File: config.mk
export PLATFORM = sky130hd
export DESIGN_NAME = crypto_req_frontend
export DESIGN_NICKNAME = d
export VERILOG_FILES = /design/src/rtl/crypto_req_frontend.sv
export SDC_FILE = /design/constraint.sdc
export NUM_CORES = 1
export LEC_CHECK = 0
export BUFFER_PORTS_ARGS = -buffer_cell sky130_fd_sc_hd__buf_2
export CAP_MARGIN = 20
export CORE_UTILIZATION = 25
export DETAILED_ROUTE_END_ITERATION = 6
export PLACE_DENSITY_LB_ADDON = 0.08
export SYNTH_ARGS = -nofsm -noshare
export SYNTH_HDL_FRONTEND = slang
export SYNTH_SLANG_ARGS = --single-unit
export TNS_END_PERCENT = 50
File: constraint.sdc
create_clock -name clk -period 2.35 [get_ports clk]
set_clock_uncertainty 0.05 [all_clocks]
set_input_delay 0.235 -clock clk [delete_from_list [all_inputs] [get_ports clk]]
set_output_delay 0.235 -clock clk [all_outputs]
set_load 0.01 [all_outputs]
File: src/rtl/crypto_req_frontend.sv
// rtl/crypto_req_frontend.sv - processor request front-end for the crypto core
//
// Takes one request at a time from the processor. It holds the operands for the
// core, starts the core with a one-cycle bgn pulse and collects the result
// strobes. When the core finishes or times out, it presents a single response.
//
// Ports:
//   clk, rst                     clock, asynchronous active-high reset
//   req_valid/req_ready          request handshake; req_op, req_data, req_key operands
//   bgn                          one-cycle start pulse to the control unit
//   cript_or_decript             latched operation
//   fin_counter                  saturating round count
//   core_data, core_key          latched operands
//   core_rst_n                   active-low abort reset to the core
//   c0, c5, c19, c20, c21        control-unit strobes
//   core_bus                     core result bus
//   rsp_valid/rsp_ready          response handshake
//   rsp_data, rsp_key, rsp_err   response payload
module crypto_req_frontend #(
    parameter int DATA_W  = 16,
    parameter int TIMEOUT = 1023
) (
    input  logic              clk,
    input  logic              rst,
    input  logic              req_valid,
    output logic              req_ready,
    input  logic [1:0]        req_op,
    input  logic [DATA_W-1:0] req_data,
    input  logic [DATA_W-1:0] req_key,
    output logic              bgn,
    output logic [1:0]        cript_or_decript,
    output logic [2:0]        fin_counter,
    output logic [DATA_W-1:0] core_data,
    output logic [DATA_W-1:0] core_key,
    output logic              core_rst_n,
    input  logic              c0,
    input  logic              c5,
    input  logic              c19,
    input  logic              c20,
    input  logic              c21,
    input  logic [DATA_W-1:0] core_bus,
    output logic              rsp_valid,
    input  logic              rsp_ready,
    output logic [DATA_W-1:0] rsp_data,
    output logic [DATA_W-1:0] rsp_key,
    output logic              rsp_err
);

    typedef enum logic [2:0] {
        S_IDLE   = 3'd0,
        S_LAUNCH = 3'd1,
        S_RUN    = 3'd2,
        S_ABORT  = 3'd3,
        S_RESP   = 3'd4
    } state_t;

    localparam int TMO_W = $clog2(TIMEOUT + 1);

    state_t              r_state;
    state_t              w_next;
    logic [TMO_W-1:0]    r_tmo;
    logic                r_abort_cnt;
    logic [1:0]          r_op;
    logic [2:0]          r_fin;
    logic [DATA_W-1:0]   r_core_data;
    logic [DATA_W-1:0]   r_core_key;
    logic                r_core_rst_n;
    logic [DATA_W-1:0]   r_rsp_data;
    logic [DATA_W-1:0]   r_rsp_key;
    logic                r_rsp_err;

    logic                w_accept;
    logic                w_legal;
    logic                w_tmo_hit;
    // c0 only reports that the core loaded its operands; nothing here depends on it.
    logic                w_unused_c0;

    assign w_unused_c0 = c0;
    assign w_accept    = req_valid && (r_state == S_IDLE);
    assign w_legal     = (req_op == 2'b01) || (req_op == 2'b10);
    // r_tmo counts RUN cycles already completed, so this is the TIMEOUT-th RUN cycle.
    assign w_tmo_hit   = (r_tmo == TMO_W'(TIMEOUT - 1));

    always_comb begin
        w_next = r_state;
        case (r_state)
            S_IDLE:   if (w_accept) w_next = w_legal ? S_LAUNCH : S_RESP;
            S_LAUNCH: w_next = S_RUN;
            S_RUN: begin
                if (c21)            w_next = S_RESP;
                else if (w_tmo_hit) w_next = S_ABORT;
            end
            S_ABORT:  if (r_abort_cnt) w_next = S_RESP;
            S_RESP:   if (rsp_ready) w_next = S_IDLE;
            default:  w_next = S_IDLE;
        endcase
    end

    always_ff @(posedge clk or posedge rst) begin
        if (rst) begin
            r_state      <= S_IDLE;
            r_tmo        <= '0;
            r_abort_cnt  <= 1'b0;
            r_op         <= 2'b00;
            r_fin        <= 3'd0;
            r_core_data  <= '0;
            r_core_key   <= '0;
            r_core_rst_n <= 1'b0;
            r_rsp_data   <= '0;
            r_rsp_key    <= '0;
            r_rsp_err    <= 1'b0;
        end else begin
            r_state      <= w_next;
            // Registered from the next state so the core reset is low exactly while in ABORT.
            r_core_rst_n <= (w_next != S_ABORT);
            case (r_state)
                S_IDLE: begin
                    if (w_accept) begin
                        r_op        <= req_op;
                        r_core_data <= req_data;
                        r_core_key  <= req_key;
                        r_rsp_data  <= '0;
                        r_rsp_key   <= '0;
                        r_rsp_err   <= !w_legal;
                        if (w_legal) begin
                            r_fin <= 3'd0;
                            r_tmo <= '0;
                        end
                    end
                end
                S_RUN: begin
                    r_tmo <= r_tmo + 1'b1;
                    if (c5 && (r_fin != 3'b111)) r_fin <= r_fin + 3'd1;
                    if (c19) r_rsp_data <= core_bus;
                    if (c20) r_rsp_key  <= core_bus;
                    if (c21)            r_rsp_err   <= 1'b0;
                    else if (w_tmo_hit) r_abort_cnt <= 1'b0;
                end
                S_ABORT: begin
                    r_abort_cnt <= 1'b1;
                    if (r_abort_cnt) r_rsp_err <= 1'b1;
                end
                default: ;
            endcase
        end
    end

    assign req_ready        = (r_state == S_IDLE);
    assign bgn              = (r_state == S_LAUNCH);
    assign rsp_valid        = (r_state == S_RESP);
    assign cript_or_decript = r_op;
    assign fin_counter      = r_fin;
    assign core_data        = r_core_data;
    assign core_key         = r_core_key;
    assign core_rst_n       = r_core_rst_n;
    assign rsp_data         = r_rsp_data;
    assign rsp_key          = r_rsp_key;
    assign rsp_err          = r_rsp_err;

endmodule
==> results by group <==
Status
  – Status: finished, final reports clean

Yosys
  – Post-synth EDFFs: 0
  – Ys flop type: dfrtp_1
  – Synth Cell Area: 3600 um2
  – Yosys warning count: 0
  – Syn_area_per_cell: 11.1 um2
  – Sequential share of the synthesized area: 59.1%
  – Top post-synthesis cells by count: dfrtp_1 (85), inv_1 (36), nand3_1 (36), o21ai_0 (36), mux2_2 (35)
  – FFs w/ async S/R, synth: 100%
  – Top-area cell type share of the netlist area: 59.1%
  – Post-synthesis register bit count: 85
  – Largest cells by area after synthesis: dfrtp_1 (59%), mux2_2 (11%), nand3_1 (5.0%)
  – Area leader, netlist: dfrtp_1
  – Most common cell in the synthesized netlist: dfrtp_1
  – Syn Nets: 386
  – Post-Synthesis Cells: 323
  – Netlist cell types: 35

Clock network
  – CTS clock-pin slew for the worst setup and hold paths: 0.06 ns
  – Post-CTS setup buffer count: 0
  – CTS tree: yes
  – Post_cts resized: 0
  – Clock root buffer: clkbuf_16
  – # hold bufs at CTS: 1
  – Clock latency at the later pin of the worst-skew pair: 0.35 ns
  – CTS Buf Count: 9
  – Htree depth: 3
  – Max Root-Sink Buffers: 2
  – Clock sinks: 85

Routing
  – Met2 WL post-DR: 4.05 mm
  – Met3 WL: 860 um
  – Post-Route WL: 8.97 mm
  – Average wire per standard cell: 14.0 um
  – Drt pass-1 iters: 4
  – Via density: 4.42
  – DRT iter0 DRCs: 128
  – Top Metal Used: met4
  – DRC: 0
  – Via count: 2,833
  – Met1 Wirelength: 3.96 mm
  – Antenna viol nets, final: 0

STA
  – Min Tclk post-route: 1.92 ns
  – Worst slew margin: 47.6%
  – Setup ws final: 0.427 ns
  – Max-slew violation count: 0
  – RSZ-0062 raised after global routing: no
  – Hold_ws: 0.0684 ns
  – Fin crit share: 81.8%
  – Hold Vio Cnt, Final: 0
  – Max Freq: 520 MHz
  – Final Setup Violations: 0
  – Final TNS setup: 0 ns
  – Worst-Margin Slew: 0.784 ns

Floorplan
  – Core Area: 14,000 um2
  – Die H: 122 um
  – Die area: 14,900 um2
  – DIE WIDTH: 122 um
  – FP Rows: 43
  – I/O Pins: 133
  – Initial Util: 25.7%

Finish
  – Layout Cells excl Fill: 641
  – Fillers: 1,473
  – Layout cell share with drive strength beyond 1: 42.1%
  – Area added between synthesis and finish: 32.6%
  – Final Util: 34.1%
  – Nets: 519
  – Antenna cells: 0

Place
  – DP HPWL: 6.05 mm
  – Total placed cells including tap cells: 624
  – # port buffers: 131
  – Worst setup slack after placement: 0.314 ns
  – Final GP Congestion: 0.737

Global routing
  – First-pass GRT wire length: 14.3 mm
  – Antenna violations before repair: 0
  – Gr usage total: 12.9%
  – Number of global-route vias before repair: 2,795
  – Grt total ovfl: 0
  – Pin count of the biggest net entering global routing: 39

Worst hold path
  – Type of the most critical hold path: input pin to flip-flop

Setup path
  – Bufs and invs on worst path: 0
  – Slowest CP cell: or4_1
  – WS Path Type: flip-flop to flip-flop
  – CP required: 2.57 ns
  – Arr. time, crit path: 2.14 ns
  – Max stage delay on crit path: 0.60 ns
  – Worst path cell trace: nor3b_4 -> a31oi_2 -> or4_1 -> a21oi_1
  – Crit-path leading delay family: simple AND/OR/NAND/NOR gates
  – Worst setup SP type: flip-flop
  – Maximum fanout along the worst path: 17
  – Endpoint class of the critical path: flip-flop

Power and ir drop
  – PwrDens: 1210 nW/um2
  – VDD IR max: 0.791 mV
  – Pleak: 2.26 nW

Flow run
  – Max-cap violations: 0
## final timing paths
check	startpoint	to	slack [ns]	cells past startpoint
min in group asynchronous	rst	rsp_key[3]	0.46	3
hold reg to reg	rsp_err	rsp_err	0.44	1
max in group asynchronous	rst	rsp_data[13]	1.06	4
setup / recovery	r_state[1]	r_tmo[7]	0.43	4
setup reg to reg	r_state[1]	r_tmo[7]	0.43	4
hold / removal	req_key[8]	core_key[8]	0.07	2
## cells by family (layout without fill, tap and decap cells)
kind of cell / after synthesis / count (layout) / synth area share (%)
buffers and inverters: 54 / 192 / 5.91
AOI/OAI and AO/OA: 62 / 62 / 10.0
adders and majority gates: 4 / 4 / 1.39
and+or+nand+nor: 80 / 80 / 11.8
xor gates and xnor gates: 1 / 1 / 0.243
DFF: 85 / 85 / 59.1
muxes: 37 / 37 / 11.6
## flip-flops by register name (all words and copies together) (netlist names)
signal	cells
r_tmo	10
core_key	16
fin_counter	3
rsp_key	16
r_state	3
cript_or_decript	2
rsp_data	16
rsp_err	1
core_rst_n	1
core_data	16
r_abort_cnt	1
## layer usage
layer	track usage, %	up-vias
met5	0	-
met4	4.40	0
met3	6.93	11
met2	19.0	90
met1	15.9	1352
li1	-	1380
## cells in the final DEF, fill, tap and decap left out, drive strengths merged, types with 2 or more instances in the layout
| cell type | instances |
|---|---|
| o21ai | 40 |
| nor2 | 7 |
| a21oi | 6 |
| nand2 | 14 |
| nor2b | 2 |
| ha | 4 |
| nand4 | 2 |
| clkbuf | 12 |
| nor3 | 2 |
| o31ai | 6 |
| inv | 35 |
| or4 | 5 |
| mux2 | 37 |
| nor3b | 2 |
| dfrtp | 85 |
| clkinvlp | 3 |
| a22oi | 2 |
| buf | 139 |
| nand3 | 36 |
| clkinv | 2 |
| a21boi | 2 |
| and2 | 3 |
| nand2b | 2 |
| a22o | 3 |
## per-stage QoR
stage          power (W)  cell area (um2)
3_5_place_dp     0.00457             4500
3_3_place_gp     0.00456             4500
2_1_floorplan    0.00365             3600
6_report         0.00579             4770
5_1_grt          0.00625             4770
4_1_cts          0.00592             4770
## report_power, final
part | internal (W) | switching, W | total, W
Clock | 0.000714 | 0.000582 | 0.00130
Sequential | 0.00201 | 0.000303 | 0.00231
Combinational | 0.000990 | 0.00119 | 0.00218
## area by class of cell
type	instances	area, um2	area share (%)
clock buffers	12	236	4.95
clock inverters	4	25.0	0.524
inverters	36	139	2.91
multi-input cells	184	1270	26.6
flip-flops and latches	85	2130	44.6
well taps	180	225	4.72
repair buffers	140	751	15.7
(Power assumes the default switching activity.)
